--- src/rtl/mux_pkg.sv ---
// Shared constants and helpers for the mux_arb selector family.
package mux_pkg;

    localparam int MODE_SEL = 0;
    localparam int MODE_RR  = 1;

    // Ceiling log2, used to size channel indices.
    function automatic int clog2(input int value);
        int result;
        result = 0;
        for (int i = 0; i < 31; i++) begin
            if ((1 << i) < value) begin
                result = i + 1;
            end
        end
        return result;
    endfunction

endpackage

--- src/rtl/mux_arb_rr_pick.sv ---
// Rotating priority encoder: grants the first requester at or after ptr,
// wrapping modulo N. Purely combinational.
module rr_pick
    import mux_pkg::*;
#(
    parameter  int N     = 4,
    localparam int SEL_W = clog2(N)
) (
    input  logic [N-1:0]     req,
    input  logic [SEL_W-1:0] ptr,
    output logic             gnt_vld,
    output logic [SEL_W-1:0] gnt_idx
);

    // Upper pass covers ptr..N-1, lower pass wraps around to 0..ptr-1.
    always_comb begin
        gnt_vld = 1'b0;
        gnt_idx = '0;
        for (int unsigned i = 0; i < N; i++) begin
            if (!gnt_vld && req[i] && (SEL_W'(i) >= ptr)) begin
                gnt_vld = 1'b1;
                gnt_idx = SEL_W'(i);
            end
        end
        for (int unsigned i = 0; i < N; i++) begin
            if (!gnt_vld && req[i] && (SEL_W'(i) < ptr)) begin
                gnt_vld = 1'b1;
                gnt_idx = SEL_W'(i);
            end
        end
    end

endmodule

--- src/rtl/mux_arb.sv ---
// N-way WIDTH-bit selector with valid/ready handshake and a registered
// output stage. Channel chosen by external select or by round-robin.
module mux_arb
    import mux_pkg::*;
#(
    parameter  int WIDTH = 32,
    parameter  int N     = 4,
    parameter  int MODE  = MODE_SEL,
    localparam int SEL_W = clog2(N)
) (
    input  logic               clk,
    input  logic               rst_n,
    input  logic [N-1:0]       in_valid,
    input  logic [N*WIDTH-1:0] in_data,
    output logic [N-1:0]       in_ready,
    input  logic [SEL_W-1:0]   sel,
    output logic               out_valid,
    output logic [WIDTH-1:0]   out_data,
    output logic [SEL_W-1:0]   out_ch,
    input  logic               out_ready
);

    logic             w_can_load;
    logic             w_rdy_vld;
    logic             w_gnt_vld;
    logic             w_xfer;
    logic [SEL_W-1:0] w_gnt_idx;
    logic [WIDTH-1:0] w_gnt_data;

    logic             r_out_valid;
    logic [WIDTH-1:0] r_out_data;
    logic [SEL_W-1:0] r_out_ch;

    // Output register is empty or draining this cycle.
    assign w_can_load = !r_out_valid || out_ready;
    assign w_xfer     = w_gnt_vld && w_can_load;

    generate
        if (MODE == MODE_RR) begin : g_rr
            logic [SEL_W-1:0] r_ptr;

            rr_pick #(.N(N)) u_pick (
                .req     (in_valid),
                .ptr     (r_ptr),
                .gnt_vld (w_gnt_vld),
                .gnt_idx (w_gnt_idx)
            );

            assign w_rdy_vld = w_gnt_vld;

            // Move the search start just past the channel that was served.
            always_ff @(posedge clk or negedge rst_n) begin
                if (!rst_n) begin
                    r_ptr <= '0;
                end else if (w_xfer) begin
                    r_ptr <= (32'(w_gnt_idx) == N - 1) ? '0 : w_gnt_idx + SEL_W'(1);
                end
            end
        end else begin : g_sel
            // Selected channel is offered ready even when idle; out-of-range select is inert.
            always_comb begin
                w_rdy_vld = (32'(sel) < N);
                w_gnt_idx = sel;
                w_gnt_vld = 1'b0;
                for (int unsigned i = 0; i < N; i++) begin
                    if ((sel == SEL_W'(i)) && in_valid[i]) begin
                        w_gnt_vld = 1'b1;
                    end
                end
            end
        end
    endgenerate

    // Route the granted channel's data and raise its single ready line.
    always_comb begin
        w_gnt_data = '0;
        in_ready   = '0;
        for (int unsigned i = 0; i < N; i++) begin
            if (w_gnt_idx == SEL_W'(i)) begin
                w_gnt_data  = in_data[i*WIDTH +: WIDTH];
                in_ready[i] = w_rdy_vld && w_can_load;
            end
        end
    end

    // Output stage: load on transfer (replacing any draining word), else drain.
    always_ff @(posedge clk or negedge rst_n) begin
        if (!rst_n) begin
            r_out_valid <= 1'b0;
            r_out_data  <= '0;
            r_out_ch    <= '0;
        end else if (w_xfer) begin
            r_out_valid <= 1'b1;
            r_out_data  <= w_gnt_data;
            r_out_ch    <= w_gnt_idx;
        end else if (out_ready) begin
            r_out_valid <= 1'b0;
        end
    end

    assign out_valid = r_out_valid;
    assign out_data  = r_out_data;
    assign out_ch    = r_out_ch;

endmodule

--- config.mk ---
export PLATFORM = sky130hd
export DESIGN_NAME = mux_arb
export DESIGN_NICKNAME = d
export VERILOG_FILES = /design/src/rtl/mux_pkg.sv /design/src/rtl/mux_arb_rr_pick.sv /design/src/rtl/mux_arb.sv
export SDC_FILE = /design/constraint.sdc
export NUM_CORES = 1
export LEC_CHECK = 0
export ABC_AREA = 1
export BUFFER_PORTS_ARGS = -buffer_cell sky130_fd_sc_hd__buf_2
export CAP_MARGIN = 20
export CORE_UTILIZATION = 40
export CTS_CLUSTER_SIZE = 30
export DETAILED_ROUTE_END_ITERATION = 10
export PLACE_DENSITY_LB_ADDON = 0.2
export SKIP_LAST_GASP = 1
export SLEW_MARGIN = 20
export SYNTH_ARGS = -nofsm -noshare
export SYNTH_HDL_FRONTEND = slang
export SYNTH_SLANG_ARGS = --single-unit
export TNS_END_PERCENT = 100
--- constraint.sdc ---
create_clock -name clk -period 1.55 [get_ports clk]
set_input_delay 0.31 -clock clk [delete_from_list [all_inputs] [get_ports clk]]
set_output_delay 0.31 -clock clk [all_outputs]
set_load 0.03 [all_outputs]
After elaboration in Yosys (flattened, before gate mapping):

Cells that the tools add are included.

* word-level logic and storage cells: 29
* bits in registers: 35

* reduce and logical (&&, ||, !) cells: 9
* equality and inequality tests: 3
* multiplexer cells: 14

Operators with widths (number)
* 32-bit two-way mux: 4
* 1-bit two-way mux: 10
* 1-bit logical AND: 5
* 2-bit equality test (second input constant): 2
* 2-bit by 1-bit equality test with 1-bit output (second input constant): 1
* 2-bit zero test: 1
* 2-bit nonzero test: 1
* 1-bit zero test: 1
* 1-bit logical OR: 1

Longest topological paths before layout:

Gate-level depths: netlist of the first run.

* word-level depth: 8
* gate-level depth with buffers: 9
* gate-level depth less buffers: 7

Least setup slack after synthesis of the first run:

OpenSTA, ideal clock, no wires.

* path kind: flip-flop to output port
* start point: reg r_out_valid (netlist: out_valid)
* end point: out in_ready[0]
* stages on the path, launching flop included: 4
* buffers on the path: 0
* arrival time: 1.307 ns
* path slack: -0.067 ns
* path through: dfrtp_1 -> inv_1 -> nor2_2 -> nor3_1

* cells in the longest elaborated chain, start to end: 3

Ends and longest elaborated chain
* from (decl): line mux_arb.sv:30 `logic r_out_valid;`
* from (signal assigned): line mux_arb.sv:89 `r_out_valid <= 1'b0;`
* from (signal assigned): line mux_arb.sv:93 `r_out_valid <= 1'b1;`
* from (signal assigned): line mux_arb.sv:97 `r_out_valid <= 1'b0;`
* 1-bit zero test: line mux_arb.sv:35 `assign w_can_load = !r_out_valid || out_ready;`
* 1-bit logical OR: line mux_arb.sv:35
* 1-bit two-way mux: line mux_arb.sv:79 `if (w_gnt_idx == SEL_W'(i)) begin`
* to (decl): line mux_arb.sv:15 `output logic [N-1:0] in_ready,`

No other way between the ends.

Final worst setup path of the first run:

* start point: reg r_out_valid (netlist: out_valid)
* end point: out in_ready[2]

Same word-level chain as after synthesis.

==> flow_summary.yaml, run 1 <==
worst_hold_path:
  min_from: "in_data[79]"
  hold_class: "primary input to register"
floorplanning:
  core.rowCount: 26
  die_x_microns: 76.4
  die_h_microns: 76.4
  fp.coreArea_sq_mm: 0.00520
  ios: 176
  initial_core_util_pct: 42.5
  dieArea_sq_mm: 0.00583
routing:
  num_vias: 2792
  first_pass_iters: 4
  ant_nets: 0
  routed_wl_mm: 7.01
  drc: 0
  drtIter0Drc: 118
  viasPerCell: 4.72
  wl_per_cell_microns: 11.9
outcome:
  outcome: "complete, no violations"
global_route:
  grt_usage_pct: 25.1
  grt_overflow: 0
  first_global_vias: 2654
  grt_pass1_wl_mm: 11.9
  grt_max_degree: 33
  antenna_found_initial: 0
power_and_ir_drop:
  leakage_uw: 0.00193
  power_density_mw_per_mm2: 996
  vdd_drop_max_v: 0.000493
  finalPower_uw: 3280
layout:
  n_antenna_cell: 0
  postLayoutCoreUtil_pct: 63.2
  area_growth_pct: 48.7
  nNetsFinal: 658
  layout-drive-gt1-share_pct: 39.9
  fill_cells: 518
synthesis:
  synthCells: 344
  synth_seq_cells: 35
  synth_nets: 481
  yosysSeqAreaShare_pct: 39.6
  synth_area_sq_mm: 0.00221
  yosys.cell_types.count: 16
  synth_area_per_cell_sq_um: 6.43
  ys_warn_count: 0
critical_path:
  ff2ff_setup_slack_ns: 0.12
  r2r_start: "out_valid"
  path_class: "register to primary output"
  crit_path_end_kind: "primary output"
  cp_max_fo: 6
  worstPathRequired_ns: 1.24
  startpoint: "out_valid"
  start_kind: "register"
  worstPathArrival_ns: 1.18
clocking:
  post_cts_buffers: 0
  clock_latency_ns: 0.28
  clockBufferDepth: 2
  path_clk_slew_ns: 0.07
  cts-htree-levels: 2
  root_buffer: "clkbuf_8"
  cts_sinks: 35
  numCtsBuffers: 5
  cts_tree: "done"
sta:
  drv_slew: 0
  final-setup-viol-count: 0
  min_period_ns: 1.49
  tightest_slew_ns: 0.707
  slew_headroom_pct: 52.8
  skew_ns: 0.00220
  rsz0062_at_grt: "true"
  finalHoldViolCount: 0
  clock.fmax_mhz: 673
  period_share_pct: 95.8
flow_run:
  cap_violations: 0
place:
  place.detailed.hpwl_mm: 5.45
  port_buffers: 175
  gp_congestion: 0.780
## sequential cells by signal, indices dropped and copies added, names as in the netlist
signal and cells:
out_ch 2, out_data 32, out_valid 1
## metal layers
metal | routed length [microns] | GRT usage [%] | share of wire (%)
met5 | 0 | 0 | 0
met4 | 86 | 7.31 | 1.2
met3 | 458 | 5.03 | 6.5
met2 | 3490 | 44.7 | 50
met1 | 2970 | 30.3 | 42
## cell usage after synthesis
master	instances	area share, %
nand2_1	232	39
dfrtp_1	35	40
nand4_1	32	9.0
buf_2	9	2.0
buf_4	7	2.4
nand3_1	5	1.1
inv_1	4	0.68
nor2_2	4	1.1
buf_1	3	0.51
inv_2	3	0.51
nor3_1	3	0.68
nand2_2	2	0.57
nor2_4	2	1.0
buf_6	1	0.51
nor2_1	1	0.17
o21ai_4	1	0.74
## placed cells by master, fill, tap and decap left out, drive strengths merged
cell type / n
buf: 189
clkinv: 1
dlygate4sd3: 1
o21ai: 1
nand4: 32
dfrtp: 35
nand3: 5
nor3: 3
inv: 7
nor2: 7
nand2: 234
clkbuf: 6
## path summary, 6_finish.rpt
path | end | depth (start not counted)
worst max-delay path | in_ready[2] | 4
worst min-delay path | out_data[15] | 5
worst max register to register | out_data[9] | 5
worst min register to register | out_data[28] | 2
max in group asynchronous | out_data[7] | 3
min in group asynchronous | out_data[8] | 2
## report_power, final
part | internal [uW] | total [uW] | switching, uW
logic | 469 | 1390 | 926
clock network | 348 | 653 | 304
registers | 1120 | 1230 | 111
## final cells by class
type	count	area (sq um)	area share [%]
clock buffer	6	82.6	2.51
clock inverter	1	5.00	0.152
inverter	7	26.3	0.798
multi-input combinational	282	1200	36.3
sequential	35	876	26.6
tap	70	87.6	2.66
timing repair buffer	190	1020	30.9
## cell families (layout without fill, tap and decap cells)
logic type	Yosys count	after routing	synth area share (%)
simple gates	281	281	53.1
flops	35	35	39.6
buf+inv	27	204	6.61
compound gates	1	1	0.735
## per-stage QoR
stage | std cells | setup TNS, ns | setup slack, ns | hold slack [ns] | cell area, sq um
after floorplan | 344 | -0.201 | -0.0671 | 0.0144 | 2210
after global placement | 583 | -0.986 | -0.0462 | 0.263 | 3190
after detailed placement | 583 | -3.35 | -0.145 | 0.270 | 3190
after CTS | 591 | 0 | 0.0224 | 0.325 | 3280
after global routing | 591 | -0.0973 | -0.0266 | 0.342 | 3290
final | 591 | 0 | 0.0645 | 0.329 | 3290
## critical path: stages (launching register included)
cell,delay (ns)
dfrtp_1,0.39
inv_1,0.10
nor2_4,0.07
nor3_1,0.12
buf_2,0.22
## what timing repair did
action                                 4_1_cts  5_1_grt
endpoints found under the hold margin       16        0
setup endpoints to repair                    0       14
resized for setup                            0        2
hold buffers                                 1        0
Note: power is estimated with default switching activity, not from simulation.
==> inputs of run 2 (changes only) <==
--- a/config.mk
+++ b/config.mk
@@ -8,9 +8,11 @@
 export ABC_AREA = 1
 export BUFFER_PORTS_ARGS = -buffer_cell sky130_fd_sc_hd__buf_2
 export CAP_MARGIN = 20
-export CORE_UTILIZATION = 40
+export CORE_MARGIN = 4
+export CORE_UTILIZATION = 43
 export CTS_CLUSTER_SIZE = 30
 export DETAILED_ROUTE_END_ITERATION = 10
+export GPL_TIMING_DRIVEN = 0
 export PLACE_DENSITY_LB_ADDON = 0.2
 export SKIP_LAST_GASP = 1
 export SLEW_MARGIN = 20
==> constraint.sdc (replaced) <==
create_clock -name clk -period 1.82 [get_ports clk]
set_input_delay 0.364 -clock clk [delete_from_list [all_inputs] [get_ports clk]]
set_output_delay 0.364 -clock clk [all_outputs]
set_load 0.03 [all_outputs]
==> flow_summary.yaml, run 2 (synthesis gave the netlist of run 1 again) <==
outcome:
  outcome: "complete, no violations"
layout:
  regArea_sq_um: 876
  area_growth_pct: 46.2
  largest_reg_flops: 32
  postLayoutCoreUtil_pct: 66.7
  n_antenna_cell: 0
  nNetsFinal: 661
  final_cells: 590
  mostFrequentLayoutCell: "nand2_1"
  mostFrequentLayoutCells: "nand2_1, buf_2, dfrtp_1"
  fill_cells: 452
  multi_input_area_sq_mm: 0.00119
  layout-drive-gt1-share_pct: 39.6
clocking:
  path_clk_slew_ns: 0.06
  cts_tree: "done"
  cts-htree-levels: 2
  clock_latency_ns: 0.27
  numCtsBuffers: 5
  clockBufferDepth: 2
  root_buffer: "clkbuf_8"
  cts_sinks: 35
  post_cts_buffers: 0
  cts_resized: 0
  post_cts_hold_buffer_count: 0
sta:
  drv_slew: 0
  tns_ns: 0
  rsz0062_at_grt: "false"
  finalHoldViolCount: 0
  clock.fmax_mhz: 630
  slew_headroom_pct: 49.6
  final-setup-viol-count: 0
  min_period_ns: 1.59
  period_share_pct: 87.3
  tightest_slew_ns: 0.756
  skew_ns: 0.00235
  fin_hold_ws_ns: 0.158
floorplanning:
  ios: 176
  fp.coreArea_sq_mm: 0.00485
  core.rowCount: 25
  dieArea_sq_mm: 0.00636
  die_h_microns: 79.7
  initial_core_util_pct: 45.7
  die_x_microns: 79.7
routing:
  drtIter0Drc: 120
  drc: 0
  first_pass_iters: 4
  wl_per_cell_microns: 12.7
  viasPerCell: 4.79
  num_vias: 2828
  ant_nets: 0
  routed_wl_mm: 7.48
global_route:
  first_global_vias: 2815
  grt_pass1_wl_mm: 12.1
  grt_usage_pct: 24.0
  grt_max_degree: 36
  antenna_found_initial: 0
  grt_overflow: 0
power_and_ir_drop:
  power_frac_seq_pct: 38.6
  clockPowerShare_pct: 18.0
  pwr-share-comb_pct: 43.4
  power_density_mw_per_mm2: 842
  vdd_drop_max_v: 0.000451
  intPower_uw: 1600
  swShare_pct: 41.2
  p_sw_uw: 1120
  leakage_uw: 0.00191
critical_path:
  worstPathArrival_ns: 1.22
  path_class: "register to primary output"
  worstPathRequired_ns: 1.46
  cp_max_fo: 6
  ff2ff_setup_slack_ns: 0.46
  crit_path_end_kind: "primary output"
  start_kind: "register"
place:
  place_inst: 584
  place.detailed.hpwl_mm: 6.05
  port_buffers: 173
  gp_congestion: 0.821
flow_run:
  cap_violations: 0
worst_hold_path:
  hold_class: "primary input to async pin"
## run 2: changes by cell type in the layout (fill, tap and decap cells not counted)
cell	before	now
buf_1	0	3
dlygate4sd3_1	1	0
clkbuf_1	0	1
buf_2	174	182
nor2_2	3	4
clkbuf_8	6	5
buf_6	0	1
buf_12	2	0
nor2_4	3	2
buf_4	13	7
clkinv_2	1	0
## run 2: area by class of cell
| class | instances | share of cell area [%] |
|---|---|---|
| multi-input cells | 282 | 36.8 |
| flip-flops and latches | 35 | 27.1 |
| repair buffers | 173 | 26.8 |
| plain buffers | 20 | 3.71 |
| well taps | 67 | 2.59 |
| clock buffers | 6 | 2.24 |
| inverters | 7 | 0.812 |
## run 2: power by group through the flow
stage | Combinational, uW | Clock, uW | Sequential, uW
2_1_floorplan | 369 | 0 | 1420
3_3_place_gp | 1180 | 0 | 1050
3_5_place_dp | 1200 | 0 | 1060
4_1_cts | 1200 | 507 | 1050
5_1_grt | 1290 | 543 | 1070
6_report | 1180 | 490 | 1050
## run 2: worst paths after layout
path | endpoint | start | depth (start not counted)
worst min register to register | out_data[0] | out_data[0] | 2
worst min-delay path | out_valid | rst_n | 1
max in group asynchronous | out_data[23] | rst_n | 1
worst max register to register | out_data[23] | out_valid | 7
min in group clk | out_ch[1] | sel[1] | 3
worst max-delay path | in_ready[0] | out_valid | 4
## run 2: routing by layer
metal | GRT usage, % | routed length (microns) | vias to the layer above
li1 | - | - | 1443
met1 | 26.8 | 2960 | 1259
met2 | 43.7 | 3740 | 112
met3 | 5.76 | 623 | 14
met4 | 9.46 | 158 | 0
met5 | 0 | 0 | -
## run 2: per-stage QoR
step	power [uW]	worst slack, ns	area (sq um)
final	2720	0.232	3240
after global routing	2900	0.155	3240
after CTS	2750	0.223	3240
after detailed placement	2250	0.239	3160
after global placement	2230	0.293	3160
after floorplan	1790	0.149	2210
## run 2: worst max-delay path, cell delays in order, from the launching register on
cell and delay [ns]:
dfrtp_1 0.35, inv_1 0.05, nor2_2 0.28, nor3_1 0.08
buf_2 0.19
==> inputs of run 3 (changes only) <==
--- a/config.mk
+++ b/config.mk
@@ -14,6 +14,7 @@
 export DETAILED_ROUTE_END_ITERATION = 10
 export GPL_TIMING_DRIVEN = 0
 export PLACE_DENSITY_LB_ADDON = 0.2
+export REMOVE_ABC_BUFFERS = 1
 export SKIP_LAST_GASP = 1
 export SLEW_MARGIN = 20
 export SYNTH_ARGS = -nofsm -noshare
==> flow_summary.yaml, run 3 (synthesis gave the netlist of run 1 again) <==
outcome:
  outcome: "complete, no violations"
sta:
  slew_headroom_pct: 44.3
  rsz0062_at_grt: "false"
  period_share_pct: 93.2
  min_period_ns: 1.70
  tns_ns: 0
  skew_ns: 0.00393
  clock.fmax_mhz: 590
  fin_ws_ns: 0.124
  finalHoldViolCount: 0
  drv_slew: 0
  tightest_slew_ns: 0.833
  final-setup-viol-count: 0
  fin_hold_ws_ns: 0.149
routing:
  viasPerCell: 4.79
  ant_nets: 0
  routed_wl_mm: 7.48
  first_pass_iters: 4
  wl_per_cell_microns: 12.9
  num_vias: 2767
  drtIter0Drc: 115
  drc: 0
critical_path:
  start_kind: "register"
  worstPathArrival_ns: 1.33
  path_buf_inv: 2
  crit_slowest_cell: "nor2_2"
  worstPathRequired_ns: 1.46
  critPathTopFamily: "simple AND/OR/NAND/NOR gates"
  crit_path_end_kind: "primary output"
  ff2ff_setup_slack_ns: 0.27
  path_class: "register to primary output"
  cp_max_fo: 7
  cp_cell_sequence: "inv_1 > nor2_2 > nor3_1 > buf_2"
  critPathMaxStageDelay_ns: 0.38
power_and_ir_drop:
  intPower_uw: 1670
  leakage_uw: 0.00185
  p_sw_uw: 1140
  swShare_pct: 40.6
  pwr-share-comb_pct: 41.6
  finalPower_uw: 2810
  clockPowerShare_pct: 21.3
  power_frac_seq_pct: 37.1
  vdd_drop_max_v: 0.000448
  power_density_mw_per_mm2: 879
flow_run:
  cap_violations: 0
clocking:
  cts-htree-levels: 2
  clock_latency_ns: 0.28
  root_buffer: "clkbuf_8"
  cts_sinks: 35
  cts_tree: "done"
  numCtsBuffers: 5
  path_clk_slew_ns: 0.07
  clockBufferDepth: 2
  post_cts_hold_buffer_count: 0
place:
  pre_cts_ws_ns: -0.579
  gp_congestion: 0.767
  placed_area_sq_mm: 0.00306
  place.detailed.hpwl_mm: 5.23
  port_buffers: 175
floorplanning:
  initial_core_util_pct: 45.7
  ios: 176
  core.rowCount: 25
  fp.coreArea_sq_mm: 0.00485
  die_h_microns: 79.7
  die_x_microns: 79.7
  dieArea_sq_mm: 0.00636
global_route:
  grt_pass1_wl_mm: 11.5
  grt_max_degree: 36
  grt_usage_pct: 23.3
  first_global_vias: 2573
  antenna_found_initial: 0
  grt_overflow: 0
layout:
  mostFrequentLayoutCells: "nand2_1, buf_2, dfrtp_1"
  area_growth_pct: 44.5
  mostFrequentLayoutCell: "nand2_1"
  largest_reg_flops: 32
  fill_cells: 464
  n_antenna_cell: 0
  stdcell_area_sq_mm: 0.00320
  nNetsFinal: 647
  layout-drive-gt1-share_pct: 38.9
worst_hold_path:
  hold_class: "primary input to async pin"
run 3: changes by cell type in the layout (fill, tap and decap cells not counted), sizes merged:
cell | previous run | this run
nor2 | 7 | 9
clkbuf | 6 | 8
buf | 193 | 177
inv | 7 | 6
clkinvlp | 0 | 1
run 3: power groups by stage:
| stage | combinational (uW) | sequential [uW] | clock (uW) |
|---|---|---|---|
| 2_1_floorplan | 330 | 1420 | 0 |
| 3_3_place_gp | 1140 | 1050 | 0 |
| 3_5_place_dp | 1160 | 1050 | 0 |
| 4_1_cts | 1180 | 1040 | 616 |
| 5_1_grt | 1280 | 1060 | 658 |
| 6_report | 1170 | 1040 | 600 |
run 3: final timing paths:
| kind | startpoint | end | cells past startpoint |
|---|---|---|---|
| worst max register to register | out_valid | out_data[8] | 6 |
| worst min-delay path | rst_n | out_valid | 1 |
| worst max-delay path | out_valid | in_ready[1] | 4 |
| max in group asynchronous | rst_n | out_data[13] | 1 |
| worst min register to register | out_ch[0] | out_ch[0] | 2 |
| min in group clk | in_data[85] | out_data[21] | 5 |
run 3: through the flow:
stage / utilization [%] / instances
5_1_grt: 66.0 / 578
3_3_place_gp: 63.0 / 566
6_report: 66.0 / 578
4_1_cts: 65.6 / 576
3_5_place_dp: 63.2 / 566
2_1_floorplan: - / 324
run 3: routing by layer:
metal	vias to the layer above	part of all wire, %	track usage, %
li1	1421	-	-
met1	1206	39	26.1
met2	123	51	43.0
met3	17	7.5	4.51
met4	0	2.6	9.29
met5	-	0	0
run 3: what timing repair did:
item                       in CTS  in global routing
pin swaps                       1                  1
setup buffers                   0                  2
resized for setup               1                  1
cloned                          2                  0
setup endpoints to repair      32                 22
run 3: layout make-up:
| type | instances | area, sq um | area share (%) |
|---|---|---|---|
| inverter | 7 | 30.0 | 0.939 |
| timing repair buffer | 177 | 891 | 27.8 |
| tap | 67 | 83.8 | 2.62 |
| clock buffer | 8 | 100 | 3.13 |
| multi-input combinational | 284 | 1220 | 38.1 |
| sequential | 35 | 876 | 27.4 |
